[config.mk]
export PLATFORM = sky130hd
export DESIGN_NAME = dds_sweep_ctrl
export DESIGN_NICKNAME = d
export VERILOG_FILES = /design/src/rtl/dds_sweep_ctrl.sv
export SDC_FILE = /design/constraint.sdc
export NUM_CORES = 1
export LEC_CHECK = 0
export CORE_MARGIN = 2
export CORE_UTILIZATION = 43
export CTS_CLUSTER_DIAMETER = 200
export DETAILED_ROUTE_END_ITERATION = 6
export GPL_ROUTABILITY_DRIVEN = 0
export PLACE_DENSITY = 0.65
export SETUP_SLACK_MARGIN = 0.4
export SYNTH_ARGS = -nofsm -noshare
export SYNTH_HDL_FRONTEND = slang
export SYNTH_SLANG_ARGS = --single-unit
[constraint.sdc]
create_clock -name clk -period 5.2 [get_ports clk]
set_clock_uncertainty 0.1 [all_clocks]
set_input_delay 0.78 -clock clk [delete_from_list [all_inputs] [get_ports clk]]
set_output_delay 0.78 -clock clk [all_outputs]
set_load 0.01 [all_outputs]
[src/rtl/dds_sweep_ctrl.sv]
// Frequency-sweep scheduler for the DDS accumulator: steps a tuning word from a
// start value by a fixed increment, holding each word for a programmable dwell.
module dds_sweep_ctrl #(
   parameter int unsigned FW_W    = 32,
   parameter int unsigned DWELL_W = 24,
   parameter int unsigned NSTEP_W = 16
) (
   input  logic               clk,
   input  logic               rst_n,
   input  logic               start,
   input  logic               abort,
   input  logic [FW_W-1:0]    cfg_start_word,
   input  logic [FW_W-1:0]    cfg_step_word,
   input  logic               cfg_dir,
   input  logic [NSTEP_W-1:0] cfg_num_steps,
   input  logic [DWELL_W-1:0] cfg_dwell,
   input  logic               cfg_repeat,
   output logic [FW_W-1:0]    fword,
   output logic               fword_upd,
   output logic               acc_clr,
   output logic               busy,
   output logic               done
);

   typedef enum logic {
      IDLE = 1'b0,
      RUN  = 1'b1
   } state_t;

   typedef struct packed {
      logic [FW_W-1:0]    start_word;
      logic [FW_W-1:0]    step_word;
      logic               dir;
      logic [NSTEP_W-1:0] num_steps;
      logic [DWELL_W-1:0] dwell;
      logic               rpt;
   } sweep_cfg_t;

   state_t             state_q, state_d;
   sweep_cfg_t         cfg_q, cfg_d;
   logic [NSTEP_W-1:0] step_q, step_d;
   logic [DWELL_W-1:0] dwell_q, dwell_d;
   logic [FW_W-1:0]    fword_d;
   logic               fword_upd_d, acc_clr_d, busy_d, done_d;

   // State and registered outputs
   always_ff @(posedge clk or negedge rst_n) begin
      if (!rst_n) begin
         state_q   <= IDLE;
         cfg_q     <= '0;
         step_q    <= '0;
         dwell_q   <= '0;
         fword     <= '0;
         fword_upd <= 1'b0;
         acc_clr   <= 1'b0;
         busy      <= 1'b0;
         done      <= 1'b0;
      end else begin
         state_q   <= state_d;
         cfg_q     <= cfg_d;
         step_q    <= step_d;
         dwell_q   <= dwell_d;
         fword     <= fword_d;
         fword_upd <= fword_upd_d;
         acc_clr   <= acc_clr_d;
         busy      <= busy_d;
         done      <= done_d;
      end
   end

   // Next-state and output logic
   always_comb begin
      state_d     = state_q;
      cfg_d       = cfg_q;
      step_d      = step_q;
      dwell_d     = dwell_q;
      fword_d     = fword;
      fword_upd_d = 1'b0;
      acc_clr_d   = 1'b0;
      busy_d      = busy;
      done_d      = 1'b0;

      case (state_q)
         IDLE: begin
            busy_d = 1'b0;
            if (start && !abort) begin
               cfg_d.start_word = cfg_start_word;
               cfg_d.step_word  = cfg_step_word;
               cfg_d.dir        = cfg_dir;
               cfg_d.num_steps  = cfg_num_steps;
               // a zero dwell behaves as a one-cycle dwell
               cfg_d.dwell      = (cfg_dwell == '0) ? DWELL_W'(1) : cfg_dwell;
               cfg_d.rpt        = cfg_repeat;
               fword_d          = cfg_start_word;
               fword_upd_d      = 1'b1;
               acc_clr_d        = 1'b1;
               step_d           = '0;
               dwell_d          = cfg_d.dwell;
               busy_d           = 1'b1;
               state_d          = RUN;
            end
         end
         RUN: begin
            if (abort) begin
               busy_d  = 1'b0;
               state_d = IDLE;
            end else if (dwell_q != DWELL_W'(1)) begin
               dwell_d = dwell_q - DWELL_W'(1);
            end else if (step_q != cfg_q.num_steps) begin
               fword_d     = cfg_q.dir ? (fword - cfg_q.step_word)
                                       : (fword + cfg_q.step_word);
               step_d      = step_q + NSTEP_W'(1);
               dwell_d     = cfg_q.dwell;
               fword_upd_d = 1'b1;
            end else if (cfg_q.rpt) begin
               fword_d     = cfg_q.start_word;
               step_d      = '0;
               dwell_d     = cfg_q.dwell;
               fword_upd_d = 1'b1;
               acc_clr_d   = 1'b1;
            end else begin
               done_d  = 1'b1;
               busy_d  = 1'b0;
               state_d = IDLE;
            end
         end
         default: begin
            state_d = IDLE;
            busy_d  = 1'b0;
         end
      endcase
   end

endmodule

After elaboration in Yosys (flattened, before gate mapping):

Cells that the tools add are included.

* register bits: 183
* logic and storage cells: 79
* output and inout bits: 36
* bits of input ports: 110

* add/sub/neg operators: 4
* reductions and logical operators: 7
* muxes and demuxes: 43
* equality and inequality tests: 10
* bitwise gates (word level): 1

Operator list (number)
* 2-to-1 mux 32 bit: 6
* 2-to-1 mux 24 bit: 6
* 2-to-1 mux 16 bit: 5
* case mux 32 bit (2 select lines): 1
* case mux 24 bit (2 select lines): 1
* adder 32 bit: 1
* case mux 16 bit (2 select lines): 1
* subtractor 32 bit: 1
* logical NOT 24 bit: 1
* != test 24 x 1 -> 1 bit (second input constant): 1
* subtractor 24 x 1 -> 24 bit (second input constant): 1
* 2-to-1 mux 1 bit: 19
* adder 16 x 1 -> 16 bit (second input constant): 1
* != test 16 bit: 1
* != test 3 bit (second input constant): 3
* case mux 1 bit (2 select lines): 4
* != test 2 bit (second input constant): 3
* AND reduction 3 bit: 2
* != test 4 x 1 -> 1 bit (second input constant): 1
* AND reduction 4 bit: 1
* != test 3 x 1 -> 1 bit (second input constant): 1
* AND reduction 2 bit: 1
* logical AND 1 bit: 1
* logical NOT 1 bit: 1
* inverter 1 bit: 1

Logic depth before layout (Yosys ltp):

* word-level depth: 6
* mapped depth: 18
* depth with buffers taken out: 18

Worst setup path after synthesis:

No wires, ideal clock.

* path type: reg-to-reg
* start: register cfg_q[50] (netlist name)
* end: register fword[30]
* cell stages (with the launch flop): 16
* library setup time: 0.119 ns
* arrival time: 3.677 ns
* required time: 4.981 ns
* path slack: 1.304 ns
* buffers on the path: 0
* period minus slack after synthesis: 3.896 ns
* cell sequence: dfrtp_1 > or4_1 > nor3_1 > a21oi_1 > xnor2_1 > ha_1 > inv_1 > o21bai_1 > a221o_1 > a31oi_1 > or3_1 > o211ai_1 > a31oi_1 > o21ai_0 > a2111o_1 > and2_1

* cells in the longest elaborated chain, start to end: 6
* elaborated cells between the ends (all ways): 7
* those cells by class: 2 x add/sub; 5 x mux

RTL lines
* start: declaration: line 40 `sweep_cfg_t cfg_q, cfg_d;`
* start signal: assignment: line 60 `cfg_q <= cfg_d;`
* adder 32 bit or subtractor 32 bit (tied branches): line 111, 110
* 2-to-1 mux 32 bit *: line 110 `fword_d = cfg_q.dir ? (fword - cfg_q.step_word)`
* 2-to-1 mux 32 bit *: line 109 `end else if (step_q != cfg_q.num_steps) begin`
* 2-to-1 mux 32 bit *: line 107 `end else if (dwell_q != DWELL_W'(1)) begin`
* 2-to-1 mux 32 bit *: line 104 `if (abort) begin`
* case mux 32 bit (2 select lines) *: line 83 `case (state_q)`
* end signal: assignment: line 63 `fword <= fword_d;`
* end: declaration: line 18 `output logic [FW_W-1:0] fword,`

Mark *: on every way between the ends. The rest lies on a longest branch, timed or not. The select of a mux whose other input is x is not followed.
A chain may end at the register's enable or synchronous reset.

Worst setup path in the final report:

Same ends and word-level chain as after synthesis.

==> run_results.csv <==
group,metric,value,unit
grt,grt_pass1_wl,48.1,mm
yosys,yosys.area.top_type,"dfrtp_1",
clock_tree,cts_setup_buffers,0,
finish,fin_cells,1787,
die,design.die.area,26600,um2
routing,wl_per_cell,16.3,um
sta,whs,0.316,ns
sta,rsz0062_at_grt,"no",
setup_path,worstPathMaxFanout,4,
setup_path,critPathKind,"flop to flop",
finish,antenna_cells,0,
run,drv_cap,0,
routing,first_iter_violations,736,
finish,seq_area,4580,um2
grt,antenna_found_initial,1,
yosys,yosysSeqAreaShare,42.1,%
routing,wirelength,29.1,mm
power_and_ir_drop,vdd_drop_max,0.204,mV
die,io_pins,146,
die,core_area,25000,um2
setup_path,crit_path_top_delay_cell,"or4_1",
yosys,synthTopCellsByArea,"dfrtp_1 42%, nand2_1 13%, xnor2_1 4.8%, a21oi_1 4.7%, nor2_1 4.1%",
routing,drtPass1Iterations,5,
die,die_y,163,um
die,start_util,43.5,%
setup_path,r2r_start,"cfg_q[50]",
yosys,syn_nets,1479,
setup_path,cp_top_family,"compound AO/OA/AOI/OAI gates",
clock_tree,numCtsBuffers,17,
yosys,synth-seq-cells,183,
yosys,ys_warn_count,0,
clock_tree,cts_sinks,183,
sta,min_period,4.43,ns
yosys,synthArstFlopShare,100,%
routing,drc,0,
placement,pre_cts_ws,0.762,ns
finish,nets,1591,
setup_path,cp_data_arrival_time,4.65,ns
clock_tree,htreeDepth,4,
setup_path,worst_path_largest_cell_delay,0.59,ns
finish,final_util,52.8,%
placement,post-dp-hpwl,20.4,mm
yosys,avgSynthCellArea,8.17,um2
routing,vias_per_cell,5.37,
setup_path,timing.rr.end,"fword[30]",
finish,syn_to_final_growth,21.4,%
yosys,yosysTopAreaCellShare,42.1,%
setup_path,end_kind,"flop",
yosys,syn_inst,1333,
sta,fin_crit_sh,85.1,%
sta,setup_tns,0,ns
sta,final-hold-violation-count,0,
yosys,synth-edff-count,0,
power_and_ir_drop,power_density,418,nW/um2
finish,multi_input_area,5990,um2
yosys,netlist_area,10900,um2
finish,drive_gt1_share,4.87,%
grt,grt_max_degree,108,
die,num_rows,58,
setup_path,critPathBufInv,1,
routing,dr_total_vias,9598,
setup_path,startpoint_type,"flop",
sta,slew_violations,0,
power_and_ir_drop,power,5.53,mW
die,dieWidth,163,um
sta,max_slew_margin,34.5,%
setup_path,cp_data_required_time,5.42,ns
finish,final_cell_mix,"386 x nand2_1, 182 x dfrtp_1, 144 x clkdlybuf4s50_1",
setup_path,cp_common_cell,"a31oi_1",
clock_tree,clkTransAtPathRegs,0.07,ns
placement,place_area,12600,um2
yosys,synth_cell_types,73,
setup_path,r2r_setup_slack,0.77,ns
grt,overflow,0,
setup_path,r2r.worst_path.cells,15,
routing,antenna_left,0,
sta,layout_setup_ws,0.772,ns
yosys,synth_ff_type,"dfrtp_1",
sta,setup_viol,0,
min_path,min_path_type,"input pin to asynchronous set/reset pin",
finish,design_area,13200,um2
clock_tree,cts_tree,"yes",
setup_path,path_cells,"or4_1 > nor3_1 > a21oi_1 > xnor2_1 > ha_1 > inv_1 > o21bai_1 > a221o_1 > a31oi_1 > or3_1 > o211ai_1 > a31oi_1 > o21ai_0 > a2111o_1 > and2_1",
finish,nFillCells,2420,
placement,portBuffers,145,
finish,final_common_cell,"nand2_1",
placement,placed_cells,1756,
clock_tree,cts-root-buf,"clkbuf_16",
clock_tree,clockBufferDepth,2,
sta,worstMarginPinSlew,0.982,ns
grt,first_global_vias,9405,
clock_tree,clkLatencyLatePin,0.44,ns
grt,grt_usage,22.7,%
sta,max_freq,0.226,GHz
run_status,outcome,"finished clean",
power_and_ir_drop,p_leak,6.02,nW
[per-layer routing]
metal | wire [um] | global-route usage, % | vias to the layer above
met3 | 1860 | 4.16 | 30
li1 | - | - | 4754
met4 | 524 | 6.44 | 0
met2 | 13400 | 37.4 | 285
met5 | 0 | 0 | -
met1 | 13400 | 30.6 | 4529
[report_power, final]
part | switching, mW | internal (mW)
registers | 0.243 | 1.67
logic | 1.26 | 1.04
clock network | 0.590 | 0.726
total | 2.09 | 3.43
[area by class of cell]
class / count / area share, %
Inverter: 26 / 0.738
Multi-Input combinational cell: 1058 / 45.3
Timing Repair Buffer: 159 / 11.8
Tap cell: 330 / 3.12
Clock inverter: 13 / 1.11
Clock buffer: 18 / 3.32
Sequential cell: 183 / 34.6
[cells in the mapped netlist (17+ instances only)]
| library cell | n |
|---|---|
| ha_1 | 35 |
| o211ai_1 | 19 |
| a21oi_1 | 102 |
| inv_1 | 25 |
| dfrtp_1 | 183 |
| nor4_1 | 17 |
| xnor2_1 | 60 |
| xor2_1 | 40 |
| o21ai_1 | 25 |
| mux2i_1 | 26 |
| nor3_1 | 22 |
| nor2_1 | 118 |
| nand2_1 | 386 |
| clkbuf_1 | 57 |
| o21ai_0 | 46 |
[worst reg2reg max path, cell delays in order (launching register included)]
cell and delay (ns):
dfrtp_1 0.41, or4_1 0.59, nor3_1 0.39, a21oi_1 0.15
xnor2_1 0.15, ha_1 0.35, inv_1 0.13, o21bai_1 0.09
a221o_1 0.36, a31oi_1 0.23, or3_1 0.19, o211ai_1 0.13
a31oi_1 0.30, o21ai_0 0.17, a2111o_1 0.42, and2_1 0.15
[registers in the layout, summed over array words and instances, names as in the netlist]
name       flops
fword_upd      1
done           1
state_q        1
acc_clr        1
fword         32
step_q        16
cfg_q        106
dwell_q       24
busy           1
[timing repair]
action	CTS	global route
hold buffers	0	0
resized for setup	0	2
endpoints found under the setup margin	0	4
[how the worst max path moves through the flow]
stage               startpoint        end  slack [ns]  cells after the start
floorplan            cfg_q[50]  fword[30]        1.30                     15
global placement     cfg_q[46]  fword[30]        0.85                     16
detailed placement   cfg_q[46]  fword[24]        0.76                     16
CTS                  cfg_q[46]  fword[30]        0.74                     16
global route         cfg_q[46]  fword[24]        0.39                     16
finish               cfg_q[50]  fword[30]        0.77                     15
[logic make-up after synthesis]
group / Yosys count / synth area share (%)
flip-flops: 183 / 42.1
XOR/XNOR: 100 / 8.04
buffers and inverters: 92 / 3.27
multiplexers: 27 / 2.49
AO/OA/AOI/OAI: 273 / 15.3
adder cells (fa/ha/maj): 36 / 4.21
AND/OR/NAND/NOR: 622 / 24.6
Note: power is estimated with default switching activity, not from simulation.
